File: config.mk
export PLATFORM = sky130hd
export DESIGN_NAME = hazard_ctrl
export DESIGN_NICKNAME = d
export VERILOG_FILES = /design/src/rtl/pipe_pkg.sv /design/src/rtl/sat_counter.sv /design/src/rtl/hazard_ctrl.sv
export SDC_FILE = /design/constraint.sdc
export NUM_CORES = 1
export LEC_CHECK = 0
export ABC_AREA = 1
export ABC_CLOCK_PERIOD_IN_PS = 2200
export CORE_ASPECT_RATIO = 2
export CORE_MARGIN = 4
export CORE_UTILIZATION = 51
export DETAILED_ROUTE_END_ITERATION = 8
export GPL_ROUTABILITY_DRIVEN = 0
export PLACE_DENSITY = 0.77
export SLEW_MARGIN = 15
export SYNTH_ARGS = -nofsm -noshare
export SYNTH_HDL_FRONTEND = slang
export SYNTH_SLANG_ARGS = --single-unit
File: constraint.sdc
create_clock -name clk -period 2.2 [get_ports clk]
set_clock_uncertainty 0.05 [all_clocks]
set_input_delay 0.66 -clock clk [delete_from_list [all_inputs] [get_ports clk]]
set_output_delay 0.66 -clock clk [all_outputs]
set_load 0.02 [all_outputs]
File: src/rtl/pipe_pkg.sv
// Shared pipeline definitions: hazard FSM encoding and control-field layout.
package pipe_pkg;

    typedef enum logic [1:0] {
        ST_RUN      = 2'd0,
        ST_LU_STALL = 2'd1,
        ST_FREEZE   = 2'd2,
        ST_FLUSH    = 2'd3
    } state_e;

    localparam int unsigned M_BRANCH   = 2;
    localparam int unsigned M_MEMREAD  = 1;
    localparam int unsigned M_MEMWRITE = 0;

    localparam int unsigned WB_W = 2;
    localparam int unsigned M_W  = 3;
    localparam int unsigned EX_W = 4;

endpackage

File: src/rtl/sat_counter.sv
// Saturating up-counter with synchronous active-high clear.
module sat_counter #(
    parameter int unsigned W = 16
) (
    input  logic         clk,
    input  logic         rst,
    input  logic         inc,
    output logic [W-1:0] count
);

    logic [W-1:0] count_q;

    always_ff @(posedge clk) begin
        if (rst) begin
            count_q <= '0;
        end else if (inc && (count_q != '1)) begin
            count_q <= count_q + W'(1);
        end
    end

    assign count = count_q;

endmodule

File: src/rtl/hazard_ctrl.sv
// Pipeline hazard/stall controller: load-use stall, memory freeze, branch flush,
// plus saturating performance counters and a sticky freeze-timeout flag.
module hazard_ctrl
    import pipe_pkg::*;
#(
    parameter int unsigned CNT_W      = 16,
    parameter int unsigned FREEZE_MAX = 255
) (
    input  logic             clk,
    input  logic             rst,
    input  logic             idex_memread,
    input  logic [4:0]       idex_rt,
    input  logic [4:0]       ifid_rs,
    input  logic [4:0]       ifid_rt,
    input  logic             ifid_uses_rt,
    input  logic             branch_taken,
    input  logic             mem_busy,
    output logic             pc_write,
    output logic             ifid_write,
    output logic             ifid_flush,
    output logic             idex_bubble,
    output logic             exmem_flush,
    output logic [CNT_W-1:0] stall_cnt,
    output logic [CNT_W-1:0] freeze_cnt,
    output logic [CNT_W-1:0] flush_cnt,
    output logic             err_timeout,
    output logic [1:0]       state_o
);

    localparam int unsigned TW = $clog2(FREEZE_MAX + 1);
    localparam logic [TW-1:0] TimerMax = TW'(FREEZE_MAX);

    state_e        state_q, state_d;
    logic [TW-1:0] timer_q, timer_d;
    logic          err_q, err_d;
    logic          lu_hazard;
    logic          stall_inc, freeze_inc, flush_inc;

    assign lu_hazard = idex_memread && (idex_rt != 5'd0) &&
                       ((idex_rt == ifid_rs) || (ifid_uses_rt && (idex_rt == ifid_rt)));

    always_comb begin
        pc_write    = 1'b1;
        ifid_write  = 1'b1;
        ifid_flush  = 1'b0;
        idex_bubble = 1'b0;
        exmem_flush = 1'b0;
        stall_inc   = 1'b0;
        freeze_inc  = 1'b0;
        flush_inc   = 1'b0;
        state_d     = ST_RUN;
        timer_d     = '0;
        err_d       = err_q;

        if (mem_busy) begin
            // Hold everything; a pending branch re-presents once memory is ready.
            pc_write   = 1'b0;
            ifid_write = 1'b0;
            freeze_inc = 1'b1;
            state_d    = ST_FREEZE;
            if (state_q != ST_FREEZE) begin
                timer_d = TW'(1);
            end else if (timer_q == TimerMax) begin
                timer_d = timer_q;
            end else begin
                timer_d = timer_q + TW'(1);
            end
        end else if (branch_taken) begin
            ifid_flush  = 1'b1;
            idex_bubble = 1'b1;
            exmem_flush = 1'b1;
            flush_inc   = 1'b1;
            state_d     = ST_FLUSH;
        end else if (lu_hazard && (state_q != ST_LU_STALL)) begin
            pc_write    = 1'b0;
            ifid_write  = 1'b0;
            idex_bubble = 1'b1;
            stall_inc   = 1'b1;
            state_d     = ST_LU_STALL;
        end

        if (timer_d == TimerMax) begin
            err_d = 1'b1;
        end

        if (rst) begin
            pc_write    = 1'b0;
            ifid_write  = 1'b0;
            ifid_flush  = 1'b1;
            idex_bubble = 1'b1;
            exmem_flush = 1'b1;
        end
    end

    always_ff @(posedge clk) begin
        if (rst) begin
            state_q <= ST_RUN;
            timer_q <= '0;
            err_q   <= 1'b0;
        end else begin
            state_q <= state_d;
            timer_q <= timer_d;
            err_q   <= err_d;
        end
    end

    sat_counter #(.W(CNT_W)) u_stall_cnt (
        .clk   (clk),
        .rst   (rst),
        .inc   (stall_inc),
        .count (stall_cnt)
    );

    sat_counter #(.W(CNT_W)) u_freeze_cnt (
        .clk   (clk),
        .rst   (rst),
        .inc   (freeze_inc),
        .count (freeze_cnt)
    );

    sat_counter #(.W(CNT_W)) u_flush_cnt (
        .clk   (clk),
        .rst   (rst),
        .inc   (flush_inc),
        .count (flush_cnt)
    );

    assign err_timeout = err_q;
    assign state_o     = state_q;

endmodule

After elaboration in Yosys (flattened, before gate mapping)
Cells that the tools add are included.

Register bits after elaboration: 59. Input bits: 21. Memory bits (writable): 0. Memories: 0. Output and inout bits: 56. ROM bits: 0. Bits in latches: 0. Word-level logic and storage cells: 50.

Divide/modulo/power cells: 0. Shift operators: 0. Equality and inequality tests: 9. Reduce and logical (&&, ||, !) cells: 10. Mux-type cells: 20. Bitwise operators: 0. Magnitude comparators: 0. Add/sub/neg operators: 4. $mul: 0.

Operators by type and width (number): 16-bit by 1-bit adder with 16-bit output, second input constant (3); 16-bit != test, second input constant (3); 8-bit two-way mux (3); 8-bit == test, second input constant (2); 1-bit two-way mux (15); 5-bit == test (2); 8-bit by 1-bit adder with 8-bit output, second input constant (1); 1-bit logical AND (7); 5-bit nonzero test (1); 2-bit two-way mux (2); 2-bit by 1-bit != test with 1-bit output, second input constant (1); 2-bit != test, second input constant (1); 2-bit OR reduction (1); 1-bit logical OR (1).

Longest topological paths before layout
Word-level depth: 9. Gate-level depth with buffers: 11. Mapped depth without buffers: 11.

By module
Synthesis repeated with hierarchy kept, for this count alone.

Cells, all modules: 580. Area total of the unflattened synthesis: 3608.5 sq um.

Modules (own cells, without submodules): sat_counter (area each 929.6 sq um, cells an instance 149, times used 3, seq. area each 320.3 sq um); hazard_ctrl (area each 819.5 sq um, cells an instance 133, times used 1, seq. area each 220.2 sq um).

Least setup slack after synthesis
No wires, ideal clock.

Path type: input port to output port. From: input rst. To: output pc_write. Path slack: -0.093 ns. Arrival time: 1.583 ns. Cell stages on the path: 6. Buffers on the path: 3. Cell sequence: clkbuf_1 inv_1 buf_4 o211ai_1 inv_1 buf_4.

Cells in the longest elaborated chain, start to end: 1.

Ends and longest elaborated chain: start, declared (RTL line hazard_ctrl.sv:10) `input logic rst,`; 1-bit two-way mux; end, declared (RTL line hazard_ctrl.sv:18) `output logic pc_write,`.

Every way passes these cells.

Worst setup path after layout
From: input idex_rt[1]. To: output idex_bubble.

Cells in the longest elaborated chain, start to end: 9. Elaborated cells on any way between the ends: 12. Those cells by class: eq/ne (2); mux (4); reduce/logical (6).

Ends and longest elaborated chain: start, declared (RTL line hazard_ctrl.sv:12) `input logic [4:0] idex_rt,`; 5-bit == test (RTL line hazard_ctrl.sv:40) `((idex_rt == ifid_rs) || (ifid_uses_rt && (idex_rt == ifid_rt)));`; 1-bit logical AND (RTL line hazard_ctrl.sv:40); 1-bit logical OR (RTL line hazard_ctrl.sv:40); 1-bit logical AND (*) (RTL line hazard_ctrl.sv:39) `assign lu_hazard = idex_memread && (idex_rt != 5'd0) &&`; 1-bit logical AND (*) (RTL line hazard_ctrl.sv:74) `end else if (lu_hazard && (state_q != ST_LU_STALL)) begin`; 1-bit two-way mux (*) (RTL line hazard_ctrl.sv:74); 1-bit two-way mux (*) (RTL line hazard_ctrl.sv:68) `end else if (branch_taken) begin`; 1-bit two-way mux (*) (RTL line hazard_ctrl.sv:55) `if (mem_busy) begin`; 1-bit two-way mux (*) (RTL line hazard_ctrl.sv:86) `if (rst) begin`; end, declared (RTL line hazard_ctrl.sv:21) `output logic idex_bubble,`.

Mark *: on every way between the ends. The rest lies on a longest branch, timed or not.

==> flow_metrics.env <==
export IMPL_dp_cells=720
export IMPL_chipHeight_um=125.3
export IMPL_drc=0
export IMPL_wire_per_inst_um=13.95
export IMPL_synth_top_area_share_pct=33.65
export IMPL_post_place_ws_ps=-1026
export IMPL_regToRegSetupSlack_ps=260
export IMPL_cts_root_buf="clkbuf_16"
export IMPL_finalCriticalPeriod_ps=2379
export IMPL_vias_per_cell=5.173
export IMPL_power_density_mw_per_mm2=536.7
export IMPL_post_synth_top_count_cell="nand2_1"
export IMPL_ys_async_sr_fraction_pct=0
export IMPL_wl_um=10400
export IMPL_hold_violations=0
export IMPL_grtUsageTotal_pct=25.60
export IMPL_fillerInstances=550
export IMPL_crit_path_max_fanout=4
export IMPL_cp_num_buf_inv=4
export IMPL_avgSynthCellArea_um2=6.440
export IMPL_rsz0062_at_grt="true"
export IMPL_relSlewSlack_pct=65.94
export IMPL_antenna_found_initial=0
export IMPL_grt_pass1_wl_um=16850
export IMPL_worst_r2r_endpoint="state_o[0]$_SDFF_PP0_"
export IMPL_max_vdd_ir_drop_v=0.0005041
export IMPL_p_total_mw=2.661
export IMPL_final_util_pct=74.28
export IMPL_p_leak_nw=1.972
export IMPL_yosysSeqAreaShare_pct=33.65
export IMPL_design_area_mm2=0.004957
export IMPL_grt_max_degree=45
export IMPL_ys_seq_elements=59
export IMPL_tritoncts="yes"
export IMPL_clock_sinks=59
export IMPL_grt_pass1_vias=3910
export IMPL_synth_edff_count=0
export IMPL_drv_cap=0
export IMPL_rr_worst_depth=16
export IMPL_violations="negative setup slack"
export IMPL_synth_commonest_cells="nand2_1 (177), nor2_1 (65), dfxtp_1 (59), inv_1 (59), a21oi_1 (42)"
export IMPL_dp_final_hpwl_um=7412
export IMPL_start_util_pct=52.59
export IMPL_clk_path_buf_depth=2
export IMPL_fp_dieW_um=66.66
export IMPL_cts_clk_slew_worst_paths_ps=50
export IMPL_synth_area_top_cells="dfxtp_1 (34%), nand2_1 (19%), nor2_1 (7.0%)"
export IMPL_ys_types=31
export IMPL_ctsHtreeMaxLevel=3
export IMPL_whs_path_depth=2
export IMPL_worstPathArrival_ps=1670
export IMPL_syn_area_mm2=0.003510
export IMPL_whs_ps=421.3
export IMPL_worstSetupPathType="input pin to output port"
export IMPL_first_pass_iters=4
export IMPL_final_cells=746
export IMPL_fin_crit_sh_pct=108.1
export IMPL_synth_cells=545
export IMPL_via_count=3859
export IMPL_diodes=0
export IMPL_yosysTopAreaCell="dfxtp_1"
export IMPL_rows=42
export IMPL_hold_end="err_timeout$_SDFFE_PP0N_"
export IMPL_slowest_stage="buf_4"
export IMPL_status="complete, but fails checks"
export IMPL_path_cells="buf_8, buf_4, nor2_4, nand4_1, nand3_1, inv_2, nand2_2, nand2_1, nand2_2, nand2_2, buf_6"
export IMPL_cts_buffers=9
export IMPL_die_area_mm2=0.008354
export IMPL_placed_cell_area_mm2=0.004493
export IMPL_drtAntennaViolNets=0
export IMPL_area_delta_synth_final_pct=41.25
export IMPL_crit_top_cell="nand2_2"
export IMPL_setup_viol_count_final=4
export IMPL_synth_warnings=0
export IMPL_totalNegativeSetupSlack_ps=-538.1
export IMPL_io_buffers=76
export IMPL_worstMarginPinSlew_ps=510.9
export IMPL_core_area_mm2=0.006674
export IMPL_cp_top_family="simple AND/OR/NAND/NOR gates"
export IMPL_synth_flop_cell="dfxtp_1"
export IMPL_multiInputGateArea_mm2=0.002078
export IMPL_hp_start="err_timeout$_SDFFE_PP0N_"
export IMPL_overflow=0
export IMPL_min_path_type="register to register"
export IMPL_io_pin_count=77
export IMPL_fin_nets=678
export IMPL_r2r_start="state_o[1]$_SDFF_PP0_"
export IMPL_clock_latency_ps=330
export IMPL_max_freq_ghz=0.4203
export IMPL_startpoint="idex_rt[1]"
export IMPL_drive_gt1_share_pct=18.39
export IMPL_max_stage_delay_ps=130
export IMPL_drtIter0Drc=184
export IMPL_seq_area_mm2=0.001181
export IMPL_startpoint_type="input pin"
export IMPL_syn_nets=570
export IMPL_final_setup_worst_slack_ps=-179.1
export IMPL_slew_viol_final=0
export IMPL_crit_path_end_kind="output port"
export IMPL_required_ps=1490
[kinds of logic after synthesis]
logic type      Yosys count  synth area share [%]
compound gates           61                 9.162
xor+xnor                 32                 7.986
fa+ha+maj                 4                 1.426
buf+inv                  79                 9.768
flops                    59                 33.65
simple gates            310                 38.00
[cell type report]
class,instances,share of cell area (%)
clock buffer,14,5.326
clock inverter,2,0.2019
inverter,65,5.351
multi-input combinational,407,41.92
sequential,59,23.83
tap,88,2.221
timing repair buffer,111,21.15
[flip-flops by register name, indices dropped and copies added, names as in the netlist]
register / count
u_flush_cnt.count: 16
u_freeze_cnt.count: 16
u_stall_cnt.count: 16
timer_q: 8
state_o: 2
err_timeout: 1
[layer usage]
layer  vias to the layer above  wire length, um  track usage [%]
met5                         -                0                0
met1                      1769             3718            24.31
met2                       121             5807            48.13
met3                        35              477            5.566
li1                       1934                -                -
met4                         0              400            13.65
[tightest hold or removal path, cell delays in order, from the launching register on]
cell     delay [ps]
dfxtp_1         320
nand2_1          70
nand2_1          40
[cell usage in the layout, fill, tap and decap left out, types with 5 or more instances in the layout]
master | Yosys | final
inv_2 | 5 | 6
nor2_2 | 2 | 7
buf_4 | 4 | 36
a21oi_1 | 42 | 42
inv_1 | 59 | 52
nor3_1 | 14 | 14
nand2_2 | 1 | 19
xor2_1 | 20 | 20
buf_6 | 4 | 11
clkdlybuf4s50_1 | 0 | 51
o21ai_0 | 13 | 13
nand4_1 | 7 | 7
nand2_1 | 177 | 158
dfxtp_1 | 59 | 59
nor2_1 | 65 | 57
xnor2_1 | 12 | 12
clkbuf_16 | 0 | 9
inv_4 | 0 | 5
nand3_1 | 30 | 29
[worst max path at each step]
stage / to / cells past startpoint
after floorplan: pc_write / 10
after global placement: pc_write / 11
after detailed placement: ifid_write / 11
after CTS: ifid_write / 11
after global routing: ifid_write / 11
final: idex_bubble / 11
[power breakdown]
| group | total (mW) | leakage (nW) | switching (mW) | internal, mW |
|---|---|---|---|---|
| combinational | 0.286 | 1.36 | 0.156 | 0.131 |
| clock | 1.28 | 0.137 | 0.461 | 0.819 |
| sequential | 1.09 | 0.477 | 0.0132 | 1.08 |
| total | 2.66 | 1.97 | 0.629 | 2.03 |
[what timing repair did]
action / in CTS / in global routing
hold buffers: 0 / 0
setup buffers: 10 / 0
endpoints found under the hold margin: 0 / 0
setup endpoints to repair: 5 / 6
cloned: 0 / 0
pin swaps: 24 / 19
gates resized for setup: 118 / 36
Note: power is estimated with default switching activity, not from simulation.
